<file path="config.mk">
export PLATFORM = sky130hd
export DESIGN_NAME = mem_port_arbiter
export DESIGN_NICKNAME = d
export VERILOG_FILES = /design/src/rtl/mem_arb_pkg.sv /design/src/rtl/mem_port_arbiter_arb_select.sv /design/src/rtl/mem_port_arbiter.sv
export SDC_FILE = /design/constraint.sdc
export NUM_CORES = 1
export LEC_CHECK = 0
export ABC_AREA = 1
export BUFFER_PORTS_ARGS = -buffer_cell sky130_fd_sc_hd__buf_2
export CORE_MARGIN = 8
export CORE_UTILIZATION = 53
export CTS_BUF_LIST = sky130_fd_sc_hd__clkbuf_8
export CTS_CLUSTER_DIAMETER = 150
export CTS_CLUSTER_SIZE = 20
export DETAILED_ROUTE_END_ITERATION = 10
export PLACE_DENSITY_LB_ADDON = 0.12
export SKIP_LAST_GASP = 1
export SYNTH_ARGS = -nofsm -noshare
export SYNTH_HDL_FRONTEND = slang
export SYNTH_HIERARCHICAL = 1
export SYNTH_SLANG_ARGS = --single-unit
export TNS_END_PERCENT = 5
</file>
<file path="constraint.sdc">
create_clock -name clk -period 3.4 [get_ports clk]
set_input_delay 0.17 -clock clk [delete_from_list [all_inputs] [get_ports clk]]
set_output_delay 0.17 -clock clk [all_outputs]
set_load 0.02 [all_outputs]
</file>
<file path="src/rtl/mem_arb_pkg.sv">
// Shared types and constants for the fetch/data memory port arbiter.
package mem_arb_pkg;

  localparam int unsigned DEF_AW = 6;
  localparam int unsigned DEF_DW = 16;

  typedef enum logic [1:0] {IDLE, ACCESS, RESP} state_e;

  localparam logic PORT_F = 1'b0;
  localparam logic PORT_D = 1'b1;

endpackage

</file>
<file path="src/rtl/mem_port_arbiter_arb_select.sv">
// Combinational grant selection between fetch and data requesters.
// ARB_ROUND_ROBIN_EN selects alternating grants; default is fixed data-over-fetch priority.
module arb_select
  import mem_arb_pkg::*;
(
  input  logic f_req,
  input  logic d_req,
  input  logic last_grant,
  output logic grant_valid,
  output logic grant_id
);

`ifndef ARB_ROUND_ROBIN_EN
  logic unused_last_grant;
  assign unused_last_grant = last_grant;
`endif

  always_comb begin
    grant_valid = f_req | d_req;
    grant_id    = PORT_F;
`ifdef ARB_ROUND_ROBIN_EN
    // Contested: the port that did not win last time goes next.
    if (f_req && d_req) begin
      grant_id = ~last_grant;
    end else if (d_req) begin
      grant_id = PORT_D;
    end
`else
    if (d_req) begin
      grant_id = PORT_D;
    end
`endif
  end

endmodule

</file>
<file path="src/rtl/mem_port_arbiter.sv">
// Shares a single-port memory between fetch (read-only) and load/store ports, 3 cycles per access.
// Arbitration policy is set in arb_select by ARB_ROUND_ROBIN_EN.
module mem_port_arbiter
  import mem_arb_pkg::*;
#(
  parameter int unsigned AW = DEF_AW,
  parameter int unsigned DW = DEF_DW
) (
  input  logic          clk,
  input  logic          reset,
  input  logic          f_req,
  input  logic [AW-1:0] f_adrs,
  output logic          f_ack,
  output logic [DW-1:0] f_rdata,
  input  logic          d_req,
  input  logic          d_we,
  input  logic [AW-1:0] d_adrs,
  input  logic [DW-1:0] d_wdata,
  output logic          d_ack,
  output logic [DW-1:0] d_rdata,
  output logic [AW-1:0] mem_adrs,
  output logic [DW-1:0] mem_din,
  output logic          mem_wrt,
  output logic          mem_step,
  input  logic [DW-1:0] mem_dout,
  output logic          busy,
  output logic          last_grant
);

  state_e        state_q, state_d;
  logic          port_q;
  logic          we_q;
  logic [AW-1:0] adrs_q;
  logic [DW-1:0] wdata_q;
  logic          grant_valid;
  logic          grant_id;

  arb_select u_arb_select (
    .f_req       (f_req),
    .d_req       (d_req),
    .last_grant  (last_grant),
    .grant_valid (grant_valid),
    .grant_id    (grant_id)
  );

  always_comb begin
    state_d = state_q;
    case (state_q)
      IDLE:    if (grant_valid) state_d = ACCESS;
      ACCESS:  state_d = RESP;
      RESP:    state_d = IDLE;
      default: state_d = IDLE;
    endcase
  end

  always_ff @(posedge clk or posedge reset) begin
    if (reset) begin
      state_q    <= IDLE;
      port_q     <= PORT_D;
      we_q       <= 1'b0;
      adrs_q     <= '0;
      wdata_q    <= '0;
      last_grant <= PORT_D;
      f_rdata    <= '0;
      d_rdata    <= '0;
    end else begin
      state_q <= state_d;
      if (state_q == IDLE && grant_valid) begin
        port_q     <= grant_id;
        last_grant <= grant_id;
        adrs_q     <= (grant_id == PORT_D) ? d_adrs : f_adrs;
        we_q       <= (grant_id == PORT_D) && d_we;
        if (grant_id == PORT_D) begin
          wdata_q <= d_wdata;
        end
      end
      if (state_q == ACCESS && !we_q) begin
        if (port_q == PORT_D) begin
          d_rdata <= mem_dout;
        end else begin
          f_rdata <= mem_dout;
        end
      end
    end
  end

  // Write strobes decode straight from state so an async reset kills them at once.
  always_comb begin
    mem_adrs = adrs_q;
    mem_din  = wdata_q;
    mem_wrt  = (state_q == ACCESS) && we_q;
    mem_step = (state_q == ACCESS) && we_q;
    busy     = (state_q != IDLE);
    f_ack    = (state_q == RESP) && (port_q == PORT_F);
    d_ack    = (state_q == RESP) && (port_q == PORT_D);
  end

endmodule
</file>
Word-level counts from Yosys, hierarchy flattened
Cells that the tools add are included.
{"block": "totals", "reg_bits": 58, "input_bits": 49, "output_inout_bits": 60, "word_cells": 28}
{"block": "classes", "eq_ne": 3, "n_mux": 4, "bitwise": 2, "n_reduce_logical": 12}
{"op": "$logic_and 1x1->1", "n": 6}
{"op": "$mux 6", "n": 1}
{"op": "$reduce_and 2->1", "n": 3}
{"op": "$pmux 2 s2", "n": 1}
{"op": "$eq 2x1->1 const B", "n": 1}
{"op": "$eq 2x2->1 const B", "n": 1}
{"op": "$logic_not 2->1", "n": 1}
{"op": "$mux 2", "n": 1}
{"op": "$ne 2x2->1 const B", "n": 1}
{"op": "$reduce_bool 2->1", "n": 1}
{"op": "$logic_not 1->1", "n": 1}
{"op": "$mux 1", "n": 1}
{"op": "$not 1->1", "n": 1}
{"op": "$or 1x1->1", "n": 1}

Logic depth before layout (Yosys ltp)
{"block": "logic_depth", "word_depth": 3, "depth_mapped": 7, "depth_no_buf": 6}

Modules after synthesis
The synthesis kept the hierarchy.
{"module": "mem_port_arbiter", "n_inst": 1, "cells_per_inst": 277, "area_each_um2": 2517.4, "seq_area_each_um2": 1452.6}
{"module": "arb_select", "n_inst": 1, "cells_per_inst": 4, "area_each_um2": 18.8, "seq_area_each_um2": 0.0}

Least setup slack after synthesis
OpenSTA, ideal clock, no wires.
{"block": "synth_path", "path_type": "register to output", "start": "reg we_q", "end": "out mem_wrt", "arrival_ns": 1.587, "required_time_ns": 3.230, "setup_slack_ns": 1.643, "stages_incl_launch_ff": 5, "cell_sequence": "dfrtp_1 clkinv_1 clkbuf_1 nor3_1 buf_4"}
{"block": "synth_between", "elab_chain_len": 1}
{"element": "from (decl)", "line_no": "mem_port_arbiter.sv:32", "source": "logic we_q;"}
{"element": "from (signal assigned)", "line_no": "mem_port_arbiter.sv:72", "source": "we_q <= (grant_id == PORT_D) && d_we;"}
{"element": "$logic_and 1x1->1"}
{"element": "to (decl)", "line_no": "mem_port_arbiter.sv:23", "source": "output logic mem_wrt,"}
No other way between the ends.

Final worst setup path
{"block": "layout_path", "start": "reg port_q", "end": "out d_ack"}
{"block": "layout_between", "elab_chain_len": 1}
{"element": "from (decl)", "line_no": "mem_port_arbiter.sv:31", "source": "logic port_q;"}
{"element": "from (signal assigned)", "line_no": "mem_port_arbiter.sv:69", "source": "port_q <= grant_id;"}
{"element": "$logic_and 1x1->1", "line_no": "mem_port_arbiter.sv:95", "source": "d_ack = (state_q == RESP) && (port_q == PORT_D);"}
{"element": "to (decl)", "line_no": "mem_port_arbiter.sv:19", "source": "output logic d_ack,"}
No other way between the ends.

==> results.cfg <==
[run_status]
outcome = complete, no violations

[floorplanning]
start_util_pct = 54.42
die_height_um = 85.18
num_io_pins = 109
placement_rows = 25
core_um2 = 4661
floorplan.die.width_um = 85.18
floorplan.die_area_um2 = 7255

[cts]
clock_tree_from_tritoncts = built
resized_cells_post_cts = 0
worstSkewPairLatency_ns = 0.32
clock_sinks = 58
cts.reportedPaths.clkPinSlew_ns = 0.06
ctsRootBufferMaster = sky130_fd_sc_hd__clkbuf_8
clockBufferDepth = 2
htreeDepth = 3
cts_buffers = 9

[yosys]
synthesis.area_per_instance_um2 = 9.026
post_synthesis_net_count = 330
yosys_warnings = 6
synth.yosys.seq_area_share_pct = 57.28
ys_dominant_reg_cell = sky130_fd_sc_hd__dfrtp_1
yosys.cell_types.count = 17
postSynthRegisterBits = 58
post_synthesis_instance_area_um2 = 2536
synth_enable_flop_cells = 0
number_of_standard_cells_after_synthesis = 281
post_synth_arst_share_pct = 100.0

[finish]
final_common_cell = sky130_fd_sc_hd__nand2_1
antenna_cells_inserted = 0
area_growth_syn_to_layout_pct = 26.49
finalInstanceArea_um2 = 3208
post_layout_nonfiller_instances = 439
top_library_cells_by_usage_in_the_layout_fill_and_taps_aside = sky130_fd_sc_hd__nand2_1 (124), sky130_fd_sc_hd__buf_2 (108), sky130_fd_sc_hd__dfrtp_1 (57)
design.final.nets = 432
post_route_cells_drive_above_1_share_pct = 34.29

[global_routing]
groute.usage.overall_pct = 18.51
global_route.overflow_total = 0
grt_max_degree = 36
via_count_of_the_first_global_routing_pass = 2383
grt_antenna_before_repair = 0
grt_pass1_wl_um = 10950

[setup_path]
crit_chain = inv_2 > nor3_1 > buf_2
setup.worst_path.end_class = output port
crit_path_top_delay_cell = sky130_fd_sc_hd__dfstp_2
crit_required_ns = 3.23
crit_path_max_incr_delay_ns = 0.78
critPathArrivalTime_ns = 1.74
crit_family = flip-flops
worst_path_buf_inv = 2
setup.worst_path.class = register to output port
cp-start-kind = register
crit_path_max_fo = 20

[timing]
setup_viol_count_final = 0
finalWorstSetupSlack_ns = 1.485
layout_worst_path_cycle_share_pct = 56.31
maxSlewHeadroom_pct = 59.85
totalNegativeSetupSlack_ns = 0
timing.final.hold_violations = 0
worst_pin_slew_ns = 0.6007
fin_worst_hold_slack_ns = 0.1013
setup_repair_after_global_routing_missed_its_margin = no
clock_skew_ns = 0.004923
period_minus_slack_ns = 1.915
final_max_slew_viols = 0
timing.fmax_mhz = 522.3

[place]
place_hpwl_um = 4691
place.gp.congestion = 0.8008
detailed_place.area_um2 = 3039
post-place-ws_ns = 1.635
port_buffers = 108
place_inst = 425

[run]
drv_cap = 0

[route]
drt_wl_total_um = 6447
detail_route.vias_per_cell = 5.210
antenna_left = 0
wl_per_cell_um = 14.69
first_iter_violations = 127
dr_total_vias = 2287
detail_route.first_pass.iterations = 6
drc_errors = 0

[power]
irDropWorstVdd_uv = 472.7
p_leak_nw = 1.852
p_per_area_nw_per_um2 = 1045

[worst_hold_path]
worst_hold_path_type = primary input to register
-- metrics by stage --
stage	util [%]	total power [mW]
5_1_grt	68.83	3.612
3_5_place_dp	65.21	2.863
3_3_place_gp	65.21	2.817
4_1_cts	68.83	3.391
6_report	68.83	3.354
2_1_floorplan	-	2.348
-- flip-flops by register name, indices dropped and copies added, names as in the netlist --
register / flops
d_rdata: 16
f_rdata: 16
mem_adrs: 6
mem_din: 16
port_q: 1
state_q: 2
we_q: 1
-- kinds of logic (layout without fill, tap and decap cells) --
kind of cell           count (synthesis)  after routing  synth area share (%)
and+or+nand+nor                      181            181                 34.34
DFF                                   58             58                 57.28
buffers and inverters                 34            138                 6.808
AOI/OAI and AO/OA                      8              8                 1.579
-- timing repair --
item,in CTS,in global routing
endpoints found under the hold margin,24,0
buffers inserted,0,0
hold buffers,1,0
-- final timing paths --
path                             start          end  slack [ns]  cells past startpoint
setup / recovery                port_q        d_ack        1.49                      3
hold / removal             d_wdata[14]  mem_din[14]        0.10                      3
setup reg to reg                port_q   f_rdata[5]        1.87                      4
hold reg to reg            d_rdata[12]  d_rdata[12]        0.47                      2
max in group asynchronous        reset   d_rdata[0]        2.17                      4
min in group asynchronous        reset   mem_din[3]        0.43                      3
-- routing by layer --
metal | vias to the layer above | track usage (%) | routed length (µm)
li1 | 1135 | - | -
met1 | 1060 | 20.62 | 2669
met2 | 90 | 32.03 | 3277
met3 | 2 | 7.239 | 471
met4 | 0 | 4.854 | 29
met5 | - | 0 | 0
-- cells in the mapped netlist (2+ instances only) --
| cell type | number | area share, % |
|---|---|---|
| sky130_fd_sc_hd__buf_6 | 2 | 0.89 |
| sky130_fd_sc_hd__dfrtp_1 | 57 | 56 |
| sky130_fd_sc_hd__nand3_4 | 3 | 2.1 |
| sky130_fd_sc_hd__nand2_1 | 124 | 18 |
| sky130_fd_sc_hd__buf_2 | 6 | 1.2 |
| sky130_fd_sc_hd__clkbuf_1 | 6 | 0.89 |
| sky130_fd_sc_hd__inv_2 | 3 | 0.44 |
| sky130_fd_sc_hd__nand4_1 | 48 | 12 |
| sky130_fd_sc_hd__nor3_1 | 3 | 0.59 |
| sky130_fd_sc_hd__o21ai_0 | 8 | 1.6 |
| sky130_fd_sc_hd__buf_4 | 6 | 1.8 |
| sky130_fd_sc_hd__inv_1 | 10 | 1.5 |
-- worst register-to-register path, delay by kind of cell, from the launching register on --
kind | cells | cell delay (ns)
buffers and inverters | 1 | 0.26
DFF | 1 | 0.78
and+or+nand+nor | 3 | 0.43
-- layout make-up --
type | count | area [µm²]
Sequential cell | 58 | 1453
Fill cell | 395 | 1453
Clock inverter | 2 | 7.507
Multi-Input combinational cell | 189 | 910.9
Inverter | 14 | 52.55
Clock buffer | 11 | 151.4
Timing Repair Buffer | 111 | 565.5
Tap cell | 54 | 67.56
-- where the power goes --
| part | switching [mW] | leakage, nW | internal (mW) |
|---|---|---|---|
| Sequential | 0.233 | 0.716 | 1.03 |
| Combinational | 1.10 | 1.05 | 0.469 |
| Clock | 0.236 | 0.0897 | 0.287 |
No activity file was read; power rests on OpenSTA's default activity.
